--- config.mk ---
export PLATFORM = sky130hd
export DESIGN_NAME = mem_bus_arbiter
export DESIGN_NICKNAME = d
export VERILOG_FILES = /design/src/rtl/mem_bus_arbiter.sv
export SDC_FILE = /design/constraint.sdc
export NUM_CORES = 1
export LEC_CHECK = 0
export BUFFER_PORTS_ARGS = -buffer_cell sky130_fd_sc_hd__buf_4
export CAP_MARGIN = 5
export CORE_UTILIZATION = 40
export CTS_BUF_LIST = sky130_fd_sc_hd__clkbuf_16
export DETAILED_ROUTE_END_ITERATION = 10
export GPL_TIMING_DRIVEN = 0
export PLACE_DENSITY_LB_ADDON = 0.3
export SLEW_MARGIN = 0
export SYNTH_ARGS = -nofsm -noshare
export SYNTH_HDL_FRONTEND = slang
export SYNTH_SLANG_ARGS = --single-unit
--- constraint.sdc ---
create_clock -name clk -period 4 [get_ports clk]
set_input_delay 0 -clock clk [delete_from_list [all_inputs] [get_ports clk]]
set_output_delay 0 -clock clk [all_outputs]
set_load 0.05 [all_outputs]
--- src/rtl/mem_bus_arbiter.sv ---
// Two-requester line-memory controller: arbitrates whole-line read/write
// requests and serialises each into an 8-beat burst on the 16-bit memory bus.
module mem_bus_arbiter #(
    parameter int ADDR_W    = 15,
    parameter int BUS_SIZE  = 16,
    parameter int LINE_BITS = 128,
    parameter int BEATS     = 8
) (
    input  logic                 clk,
    input  logic                 reset,
    input  logic                 rq0_req,
    input  logic                 rq0_we,
    input  logic [ADDR_W-1:0]    rq0_addr,
    input  logic [LINE_BITS-1:0] rq0_wdata,
    output logic                 rq0_ack,
    input  logic                 rq1_req,
    input  logic                 rq1_we,
    input  logic [ADDR_W-1:0]    rq1_addr,
    input  logic [LINE_BITS-1:0] rq1_wdata,
    output logic                 rq1_ack,
    output logic [LINE_BITS-1:0] rd_line,
    output logic [ADDR_W-1:0]    mem_addr,
    output logic [1:0]           mem_cmd,
    output logic [BUS_SIZE-1:0]  mem_data_o,
    output logic                 mem_data_oe,
    input  logic [BUS_SIZE-1:0]  mem_data_i,
    output logic                 busy
);
    localparam int CNT_W = (BEATS > 1) ? $clog2(BEATS) : 1;
    localparam logic [CNT_W-1:0] LAST_BEAT = CNT_W'(BEATS - 1);
    localparam logic [1:0] CMD_NOP   = 2'd0;
    localparam logic [1:0] CMD_READ  = 2'd2;
    localparam logic [1:0] CMD_WRITE = 2'd3;

    typedef enum logic [2:0] {IDLE, RD, RD_TAIL, WR, ACK} state_t;

    state_t               state_q, state_d;
    logic [CNT_W-1:0]     cnt_q, cnt_d;
    logic                 last_grant_q, last_grant_d;
    logic                 gnt_q, gnt_d;
    logic [ADDR_W-1:0]    addr_q, addr_d;
    logic [LINE_BITS-1:0] wdata_q, wdata_d;
    logic [LINE_BITS-1:0] rd_line_q, rd_line_d;
    logic [1:0]           mem_cmd_q, mem_cmd_d;
    logic [ADDR_W-1:0]    mem_addr_q, mem_addr_d;
    logic [BUS_SIZE-1:0]  mem_data_o_q, mem_data_o_d;
    logic                 mem_data_oe_q, mem_data_oe_d;
    logic                 ack0_q, ack0_d;
    logic                 ack1_q, ack1_d;
    logic                 busy_q, busy_d;

    logic                 sel_1;
    logic                 sel_we;
    logic [ADDR_W-1:0]    sel_addr;
    logic [LINE_BITS-1:0] sel_wdata;
    logic [CNT_W-1:0]     cap_idx;
    logic [CNT_W-1:0]     nxt_idx;

    always_comb begin
        state_d       = state_q;
        cnt_d         = cnt_q;
        last_grant_d  = last_grant_q;
        gnt_d         = gnt_q;
        addr_d        = addr_q;
        wdata_d       = wdata_q;
        rd_line_d     = rd_line_q;
        mem_cmd_d     = CMD_NOP;
        mem_addr_d    = '0;
        mem_data_o_d  = '0;
        mem_data_oe_d = 1'b0;
        ack0_d        = 1'b0;
        ack1_d        = 1'b0;

        // Requester 1 wins when alone, or on a tie when requester 0 went last.
        sel_1     = rq1_req && (!rq0_req || !last_grant_q);
        sel_we    = sel_1 ? rq1_we    : rq0_we;
        sel_addr  = sel_1 ? rq1_addr  : rq0_addr;
        sel_wdata = sel_1 ? rq1_wdata : rq0_wdata;
        // Read data lags the command by one cycle; in RD_TAIL cnt_q is 0 so this wraps to the last beat.
        cap_idx   = cnt_q - 1'b1;
        nxt_idx   = cnt_q + 1'b1;

        case (state_q)
            IDLE: begin
                if (rq0_req || rq1_req) begin
                    gnt_d        = sel_1;
                    last_grant_d = sel_1;
                    addr_d       = sel_addr;
                    wdata_d      = sel_wdata;
                    cnt_d        = '0;
                    mem_addr_d   = sel_addr;
                    if (sel_we) begin
                        state_d       = WR;
                        mem_cmd_d     = CMD_WRITE;
                        mem_data_oe_d = 1'b1;
                        mem_data_o_d  = sel_wdata[BUS_SIZE-1:0];
                    end else begin
                        state_d   = RD;
                        mem_cmd_d = CMD_READ;
                    end
                end
            end
            RD: begin
                if (cnt_q != '0)
                    rd_line_d[cap_idx*BUS_SIZE +: BUS_SIZE] = mem_data_i;
                if (cnt_q == LAST_BEAT) begin
                    state_d = RD_TAIL;
                    cnt_d   = '0;
                end else begin
                    cnt_d      = nxt_idx;
                    mem_cmd_d  = CMD_READ;
                    mem_addr_d = addr_q;
                end
            end
            RD_TAIL: begin
                rd_line_d[cap_idx*BUS_SIZE +: BUS_SIZE] = mem_data_i;
                state_d = ACK;
                ack0_d  = !gnt_q;
                ack1_d  = gnt_q;
            end
            WR: begin
                if (cnt_q == LAST_BEAT) begin
                    state_d = ACK;
                    cnt_d   = '0;
                    ack0_d  = !gnt_q;
                    ack1_d  = gnt_q;
                end else begin
                    cnt_d         = nxt_idx;
                    mem_cmd_d     = CMD_WRITE;
                    mem_addr_d    = addr_q;
                    mem_data_oe_d = 1'b1;
                    mem_data_o_d  = wdata_q[nxt_idx*BUS_SIZE +: BUS_SIZE];
                end
            end
            ACK: begin
                state_d = IDLE;
            end
            default: begin
                state_d = IDLE;
            end
        endcase

        busy_d = (state_d != IDLE);
    end

    always_ff @(posedge clk) begin
        if (reset) begin
            state_q       <= IDLE;
            cnt_q         <= '0;
            last_grant_q  <= 1'b1;
            gnt_q         <= 1'b0;
            addr_q        <= '0;
            wdata_q       <= '0;
            rd_line_q     <= '0;
            mem_cmd_q     <= CMD_NOP;
            mem_addr_q    <= '0;
            mem_data_o_q  <= '0;
            mem_data_oe_q <= 1'b0;
            ack0_q        <= 1'b0;
            ack1_q        <= 1'b0;
            busy_q        <= 1'b0;
        end else begin
            state_q       <= state_d;
            cnt_q         <= cnt_d;
            last_grant_q  <= last_grant_d;
            gnt_q         <= gnt_d;
            addr_q        <= addr_d;
            wdata_q       <= wdata_d;
            rd_line_q     <= rd_line_d;
            mem_cmd_q     <= mem_cmd_d;
            mem_addr_q    <= mem_addr_d;
            mem_data_o_q  <= mem_data_o_d;
            mem_data_oe_q <= mem_data_oe_d;
            ack0_q        <= ack0_d;
            ack1_q        <= ack1_d;
            busy_q        <= busy_d;
        end
    end

    assign rq0_ack     = ack0_q;
    assign rq1_ack     = ack1_q;
    assign rd_line     = rd_line_q;
    assign mem_cmd     = mem_cmd_q;
    assign mem_addr    = mem_addr_q;
    assign mem_data_o  = mem_data_o_q;
    assign mem_data_oe = mem_data_oe_q;
    assign busy        = busy_q;

endmodule
==> implementation parameters, run 1 <==
Parameter                              Value

STA
  Maximum clock frequency ... 301 MHz
  Setup TNS ... 0 ns
  Max-slew violation count ... 0
  Worst slew pin tran ... 1.42 ns
  Final critical delay including setup and external delays ... 3.32 ns
  Total count of hold-check failures in the final report ... 0
  RSZ-0062 raised after global routing ... false
  Endpoints failing setup ... 0
  Clk_skew ... 0.0152 ns
  Setup ws final ... 0.679 ns
  Relative max-transition margin ... 5.44%
  Portion of the clock cycle consumed by the worst path in the final layout ... 83.0%

Power and ir drop
  Static leakage ... 9.43 nW
  Portion of total power attributed to sequential cells ... 40.4%
  Power density cells ... 408 nW/um2
  Fraction of power consumed by combinational cells ... 27.1%
  Internal power of the cells ... 6.13 mW
  Fraction of power consumed by the clock network ... 32.5%
  Highest ir drop seen on vdd ... 0.000245 V
  Sw Pwr ... 2.82 mW
  Switching share of power ... 31.5%

Logic synthesis
  Simple-gate share of the synthesized area ... 12.8%
  Multiplexer fraction of the synthesized cell area ... 22.7%
  Number of warnings printed during yosys synthesis ... 0
  Cell variety after synth ... 46
  Dominant combinational cell family by area after synthesis ... multiplexers
  Nets in the synthesized netlist ... 1767
  Post-synthesis instance area ... 13900 um2
  Sequential share of the synthesized area ... 45.7%
  Flip-flop and latch count after synthesis ... 316
  Adder and majority gate portion of the synthesized area ... 0.632%
  Area share of xor/xnor cells in the synthesized design ... 0.190%
  Syn Area/Cell ... 9.54 um2
  Post-synthesis compound-gate area fraction ... 13.5%
  Synthesized instance count ... 1452

GRT
  Met2 layer usage reported by global route ... 53.8%
  Most crowded layer after global routing ... met2
  Pin count of the biggest net entering global routing ... 14
  Number of antenna violations at the first check in global routing ... 4
  Met1 track demand over resource ... 33.5%
  Remaining global-route overflow ... 0
  Number of global-route vias before repair ... 15200
  Met3 layer usage reported by global route ... 5.07%
  Wire length of the first global-routing pass ... 83200 um
  Gr usage total ... 30.2%

Setup path
  Worst path top cell family by delay ... buffers and inverters
  Critical-path cell list ... a21boi_0 -> buf_2 -> buf_2 -> clkbuf_1 -> mux2i_1 -> dlygate4sd3_1 -> a211oi_1
  Launching element type of the critical path ... flip-flop
  Data required time of the critical path ... 4.43 ns
  Buf+Inv Stages, Crit Path ... 4
  Most Frequent Cell on Critical Path ... sky130_fd_sc_hd__buf_2
  Type of element capturing the critical path ... flip-flop
  Slowest library cell on the worst path ... sky130_fd_sc_hd__clkbuf_1
  Delay of the slowest cell on the worst path ... 0.89 ns
  Data arrival time of the critical path ... 3.75 ns
  Type of the setup path with the least slack ... flip-flop to flip-flop
  Critical Path Fanout Max ... 10
  Worst-case register-to-register setup slack ... 0.68 ns

Layout
  Post-route insts no fill ... 2731
  Register area ... 6330 um2
  Commonest non-fill, non-tap cell in the layout ... sky130_fd_sc_hd__buf_4
  Net count, final ... 2573
  Fin util ... 64.9%
  Leading cell types in the layout, fill and taps excluded ... 476 x sky130_fd_sc_hd__buf_4, 316 x sky130_fd_sc_hd__dfxtp_1, 297 x sky130_fd_sc_hd__dlygate4sd3_1
  FILL cells ... 2606
  Fraction of layout instances using a drive strength above 1 ... 28.1%
  Multi-input gate area in the final layout ... 6900 um2
  Area growth syn-to-layout ... 58.4%

Drt
  Final routed wirelength across all metal layers ... 55300 um
  Total DRC errors in the routed layout ... 0
  Detailed-route vias per instance ... 5.34
  Iteration-0 DRC Markers ... 797
  Average wire per standard cell ... 20.2 um
  ANT nets after route ... 0
  First-pass DRT Iterations ... 5
  Number of vias after detailed routing ... 14600

Place
  Total instance count after detailed placement ... 2372
  Number of buffer cells added on primary ports ... 472
  Worst setup slack after placement ... 0.713 ns
  Final GP Congestion ... 0.902
  Detailed placement HPWL ... 38500 um

Clock tree
  CTS clock-pin slew for the worst setup and hold paths ... 0.06 ns
  # resized after CTS ... 0
  CTS Buffer Depth ... 3
  Clock sinks ... 316
  Cell at the root of the clock tree ... sky130_fd_sc_hd__clkbuf_16
  Clock insertion delay at the later pin of the skew report ... 0.52 ns
  Number of H-tree branching levels ... 2
  Cts bufs inserted ... 35
  CTS tree ... built

Floorplan
  Area of the core region ... 33800 um2
  DIE HEIGHT ... 188 um
  Area of the die ... 35400 um2
  Number of placement rows ... 67
  Starting density of the core ... 41.0%
  Boundary pin count ... 473
  Width of the chip ... 188 um

Hold path
  Worst min-delay path class ... input pin to flip-flop

Run
  Number of violations of the max-capacitance limit ... 0

Run status
  Result of the run ... finished clean
## worst reg2reg max path, cell delays in order (launching register included)
cell and delay, ns:
sky130_fd_sc_hd__dfxtp_1 0.31, sky130_fd_sc_hd__a21boi_0 0.15, sky130_fd_sc_hd__buf_2 0.38, sky130_fd_sc_hd__buf_2 0.34, sky130_fd_sc_hd__clkbuf_1 0.89, sky130_fd_sc_hd__mux2i_1 0.29
sky130_fd_sc_hd__dlygate4sd3_1 0.67, sky130_fd_sc_hd__a211oi_1 0.22
## logic make-up (layout without fill, tap and decap cells)
| kind of cell | after synthesis | after routing |
|---|---|---|
| AND/OR/NAND/NOR | 403 | 403 |
| flip-flops | 316 | 316 |
| multiplexers | 304 | 304 |
| AO/OA/AOI/OAI | 284 | 284 |
| buffers and inverters | 135 | 963 |
| adder cells (fa/ha/maj) | 7 | 7 |
| XOR/XNOR | 3 | 3 |
| other | 0 | 3 |
## Yosys cell counts, drive strengths merged
master	instances	area [um2]
dfxtp	316	6330
mux2i	224	2240
nand2	195	732
nor2	136	510
a211oi	128	961
clkbuf	93	349
mux2	80	901
a21oi	64	320
buf	39	268
o21ai	34	170
o22ai	32	200
nand4	22	138
o32ai	16	140
nand3	15	75.1
nand2b	8	57.6
ha	7	87.6
nor2b	6	37.5
nor4	5	82.6
and2	4	30.0
inv	3	11.3
o21a	3	22.5
or4b	3	41.3
a21boi	2	15.0
and3	2	12.5
nand4b	2	17.5
nor3	2	10.0
xnor2	2	17.5
a21bo	1	10.0
a22oi	1	7.51
a31oi	1	6.26
a32oi	1	8.76
and4	1	8.76
and4b	1	10.0
o31a	1	8.76
or4	1	7.51
xor2	1	8.76
## registers in the layout, indices dropped and copies added, names as in the netlist, 2 cells and up
signal	count
rd_line	128
mem_data_o	16
mem_cmd	2
mem_addr	15
cnt_q	3
wdata_q	128
state_q	3
addr_q	15
## timing repair
action	4_1_cts	5_1_grt
hold endpoints to repair	297	1
hold buffers	296	1
setup buffers	0	0
## power by group through the flow
stage	Combinational, mW	Sequential [mW]	Clock (mW)
6_report	2.43	3.61	2.90
5_1_grt	2.59	3.64	3.07
4_1_cts	2.37	3.60	2.92
3_5_place_dp	2.06	3.67	0
3_3_place_gp	2.03	3.66	0
2_1_floorplan	1.13	3.78	0
## routing by layer
layer,share of wire [%],vias up
met4,6.3,2
li1,-,6810
met5,0.024,-
met1,38,6906
met2,50,671
met3,5.9,184
## cell type report
class	count	area share, %
clock buffer	35	3.99
clock inverter	24	0.565
multi-input combinational	1001	31.5
antenna	3	0.0342
sequential	316	28.8
timing repair buffer	769	29.7
buffer	132	2.81
inverter	3	0.0513
tap	448	2.55
## stage by stage
step | power, mW | instance area (um2) | hold slack [ns]
after floorplan | 4.91 | 13900 | 0.148
after global placement | 5.69 | 18000 | 0.329
after detailed placement | 5.72 | 18000 | 0.337
after CTS | 8.89 | 21900 | 0.00528
after global routing | 9.29 | 21900 | 0.00265
final | 8.95 | 21900 | 0.0236
## final timing paths
| kind | cells after the start | start | end |
|---|---|---|---|
| hold / removal | 3 | rq0_wdata[3] | wdata_q[3] |
| setup / recovery | 7 | last_grant_q | wdata_q[71] |
| setup reg to reg | 7 | last_grant_q | wdata_q[71] |
| hold reg to reg | 1 | gnt_q | rq0_ack |
(Power assumes the default switching activity.)
==> run 2, diff against run 1 <==
clock period = 2.8 ns   (was 4 ns; I/O delays follow)
==> implementation parameters, run 2 (synthesis results as in run 1) <==
Parameter                              Value

Clock tree
  Number of H-tree branching levels ... 2 (unchanged)
  Cell at the root of the clock tree ... sky130_fd_sc_hd__clkbuf_16
  CTS clock-pin slew for the worst setup and hold paths ... 0.06 ns (about the same)
  Cts bufs inserted ... 35 (unchanged)
  CTS tree ... built
  Clock sinks ... 316 (unchanged)
  Clock insertion delay at the later pin of the skew report ... 0.51 ns (about the same)
  CTS Buffer Depth ... 3 (unchanged)

Drt
  ANT nets after route ... 0 (unchanged)
  Detailed-route vias per instance ... 5.34 (about the same)
  First-pass DRT Iterations ... 5 (unchanged)
  Total DRC errors in the routed layout ... 0 (unchanged)
  Number of vias after detailed routing ... 14600 (+0.30%)
  Final routed wirelength across all metal layers ... 55700 um (+0.76%)
  Iteration-0 DRC Markers ... 842 (+5.6%)
  Average wire per standard cell ... 20.3 um (+0.54%)

STA
  Portion of the clock cycle consumed by the worst path in the final layout ... 97.7% (+15 points)
  Total count of hold-check failures in the final report ... 1 (+1)
  Maximum clock frequency ... 366 MHz (+21%)
  Max-slew violation count ... 0 (unchanged)
  Setup TNS ... 0 ns (unchanged)
  Worst slew pin tran ... 0.915 ns (-0.503 ns)
  Endpoints failing setup ... 0 (unchanged)
  Setup ws final ... 0.0648 ns (-0.614 ns)
  Post-Route Hold Slack ... -0.00171 ns (-0.0253 ns)
  Relative max-transition margin ... 39.0% (+34 points)
  Clk_skew ... 0.0106 ns (-0.00459 ns)
  Final critical delay including setup and external delays ... 2.74 ns (-0.586 ns)

Setup path
  Worst reg2reg startpoint ... cnt_q[0]
  Capture instance of the worst register-to-register path ... mem_data_o[9]
  Data required time of the critical path ... 3.16 ns (-1.27 ns)
  Depth of the worst register-to-register path ... 7 (unchanged)
  Worst setup path startpoint ... cnt_q[0]
  Worst setup endpoint ... mem_data_o[9]
  Most Frequent Cell on Critical Path ... sky130_fd_sc_hd__clkbuf_1
  Critical-path cell list ... buf_6 -> buf_12 -> clkbuf_1 -> clkbuf_1 -> mux2_2 -> o22ai_1 -> o32ai_1
  Type of the setup path with the least slack ... flip-flop to flip-flop
  Number of logic stages on the critical path including buffering ... 7 (unchanged)
  Buf+Inv Stages, Crit Path ... 4 (unchanged)
  Data arrival time of the critical path ... 3.10 ns (-0.65 ns)
  Launching element type of the critical path ... flip-flop
  Critical Path Fanout Max ... 10 (unchanged)
  Worst-case register-to-register setup slack ... 0.06 ns (-0.61 ns)
  Delay of the slowest cell on the worst path ... 0.53 ns (-0.36 ns)
  Type of element capturing the critical path ... flip-flop
  Slowest library cell on the worst path ... sky130_fd_sc_hd__clkbuf_1
  Worst path top cell family by delay ... buffers and inverters

GRT
  Gr usage total ... 30.4% (+0.15 points)
  Number of global-route vias before repair ... 15200 (+0.31%)
  Remaining global-route overflow ... 0 (unchanged)
  Pin count of the biggest net entering global routing ... 14 (unchanged)
  Number of antenna violations at the first check in global routing ... 3 (-1)
  Wire length of the first global-routing pass ... 83900 um (+0.80%)

Layout
  Commonest non-fill, non-tap cell in the layout ... sky130_fd_sc_hd__buf_4
  Fraction of layout instances using a drive strength above 1 ... 29.2% (+1.1 points)
  Net count, final ... 2579 (+0.23%)
  Area growth syn-to-layout ... 59.6%
  Fin util ... 65.4% (+0.49 points)
  Leading cell types in the layout, fill and taps excluded ... 484 x sky130_fd_sc_hd__buf_4, 315 x sky130_fd_sc_hd__dfxtp_1, 296 x sky130_fd_sc_hd__dlygate4sd3_1

Floorplan
  Width of the chip ... 188 um (unchanged)
  DIE HEIGHT ... 188 um (unchanged)
  Number of placement rows ... 67 (unchanged)
  Area of the die ... 35400 um2 (unchanged)
  Starting density of the core ... 41.0% (unchanged)
  Area of the core region ... 33800 um2 (unchanged)
  Boundary pin count ... 473 (unchanged)

Place
  Detailed placement HPWL ... 38500 um (unchanged)
  Final GP Congestion ... 0.902 (unchanged)
  Number of buffer cells added on primary ports ... 472 (unchanged)
  Worst setup slack after placement ... -0.487 ns (-1.20 ns)

Power and ir drop
  Static leakage ... 9.52 nW (+0.95%)
  Power density cells ... 580 nW/um2 (+42%)
  Highest ir drop seen on vdd ... 0.000352 V (+44%)

Run
  Number of violations of the max-capacitance limit ... 0 (unchanged)

Hold path
  Worst min-delay path class ... input pin to flip-flop

Run status
  Result of the run ... finished, violations left
  Failing checks ... negative hold slack
-- run 2: final cells by class --
class	count	area [um2]
timing repair buffer	778	6590
buffer	129	649
multi-input combinational	1001	6950
inverter	3	15.0
fill	2567	11700
tap	448	561
clock buffer	35	876
clock inverter	24	124
antenna	3	7.51
sequential	316	6330
-- run 2: layer usage --
metal / wire length (um) / track usage [%]
met5: 0 / 0
met4: 3360 / 18.7
met3: 3080 / 4.62
met2: 27800 / 54.2
met1: 21400 / 33.8
-- run 2: worst min path at each step --
stage / start / endpoint / slack, ns / cells past startpoint
final: rq1_wdata[64] / wdata_q[64] / -0.002 / 3
after global routing: rq0_wdata[3] / wdata_q[3] / 0.003 / 3
after CTS: rq1_wdata[101] / wdata_q[101] / 0.005 / 3
after detailed placement: mem_data_i[3] / rd_line[67] / 0.34 / 3
after global placement: mem_data_i[3] / rd_line[3] / 0.33 / 3
after floorplan: mem_data_i[0] / rd_line[0] / 0.15 / 2
-- run 2: repair_timing --
| action | in CTS | in global routing |
|---|---|---|
| gates resized for setup | 14 | 20 |
| hold buffers | 296 | 0 |
| endpoints found under the hold margin | 297 | 0 |
| setup endpoints to repair | 262 | 173 |
| pin swaps | 4 | 2 |
| buffers inserted | 3 | 7 |
-- run 2: tightest hold or removal path: cells and delay by family --
kind            cells  cell delay, ns
compound gates      1            0.26
buf+inv             1            0.08
mux                 1            0.12
-- run 2: metrics by stage --
step	hold slack, ns	instance area (um2)	std cells	total power, mW
finish	-0.00171	22100	2737	12.8
global route	0.00306	22100	2736	13.3
CTS	0.00528	22000	2727	12.7
detailed placement	0.337	18000	2372	8.18
global placement	0.329	18000	2372	8.12
floorplan	0.148	13900	1452	7.02
-- run 2: where the power goes --
part | switching (mW) | total, mW | internal (mW)
combinational | 1.93 | 3.50 | 1.58
clock | 1.87 | 4.15 | 2.28
sequential | 0.241 | 5.16 | 4.92
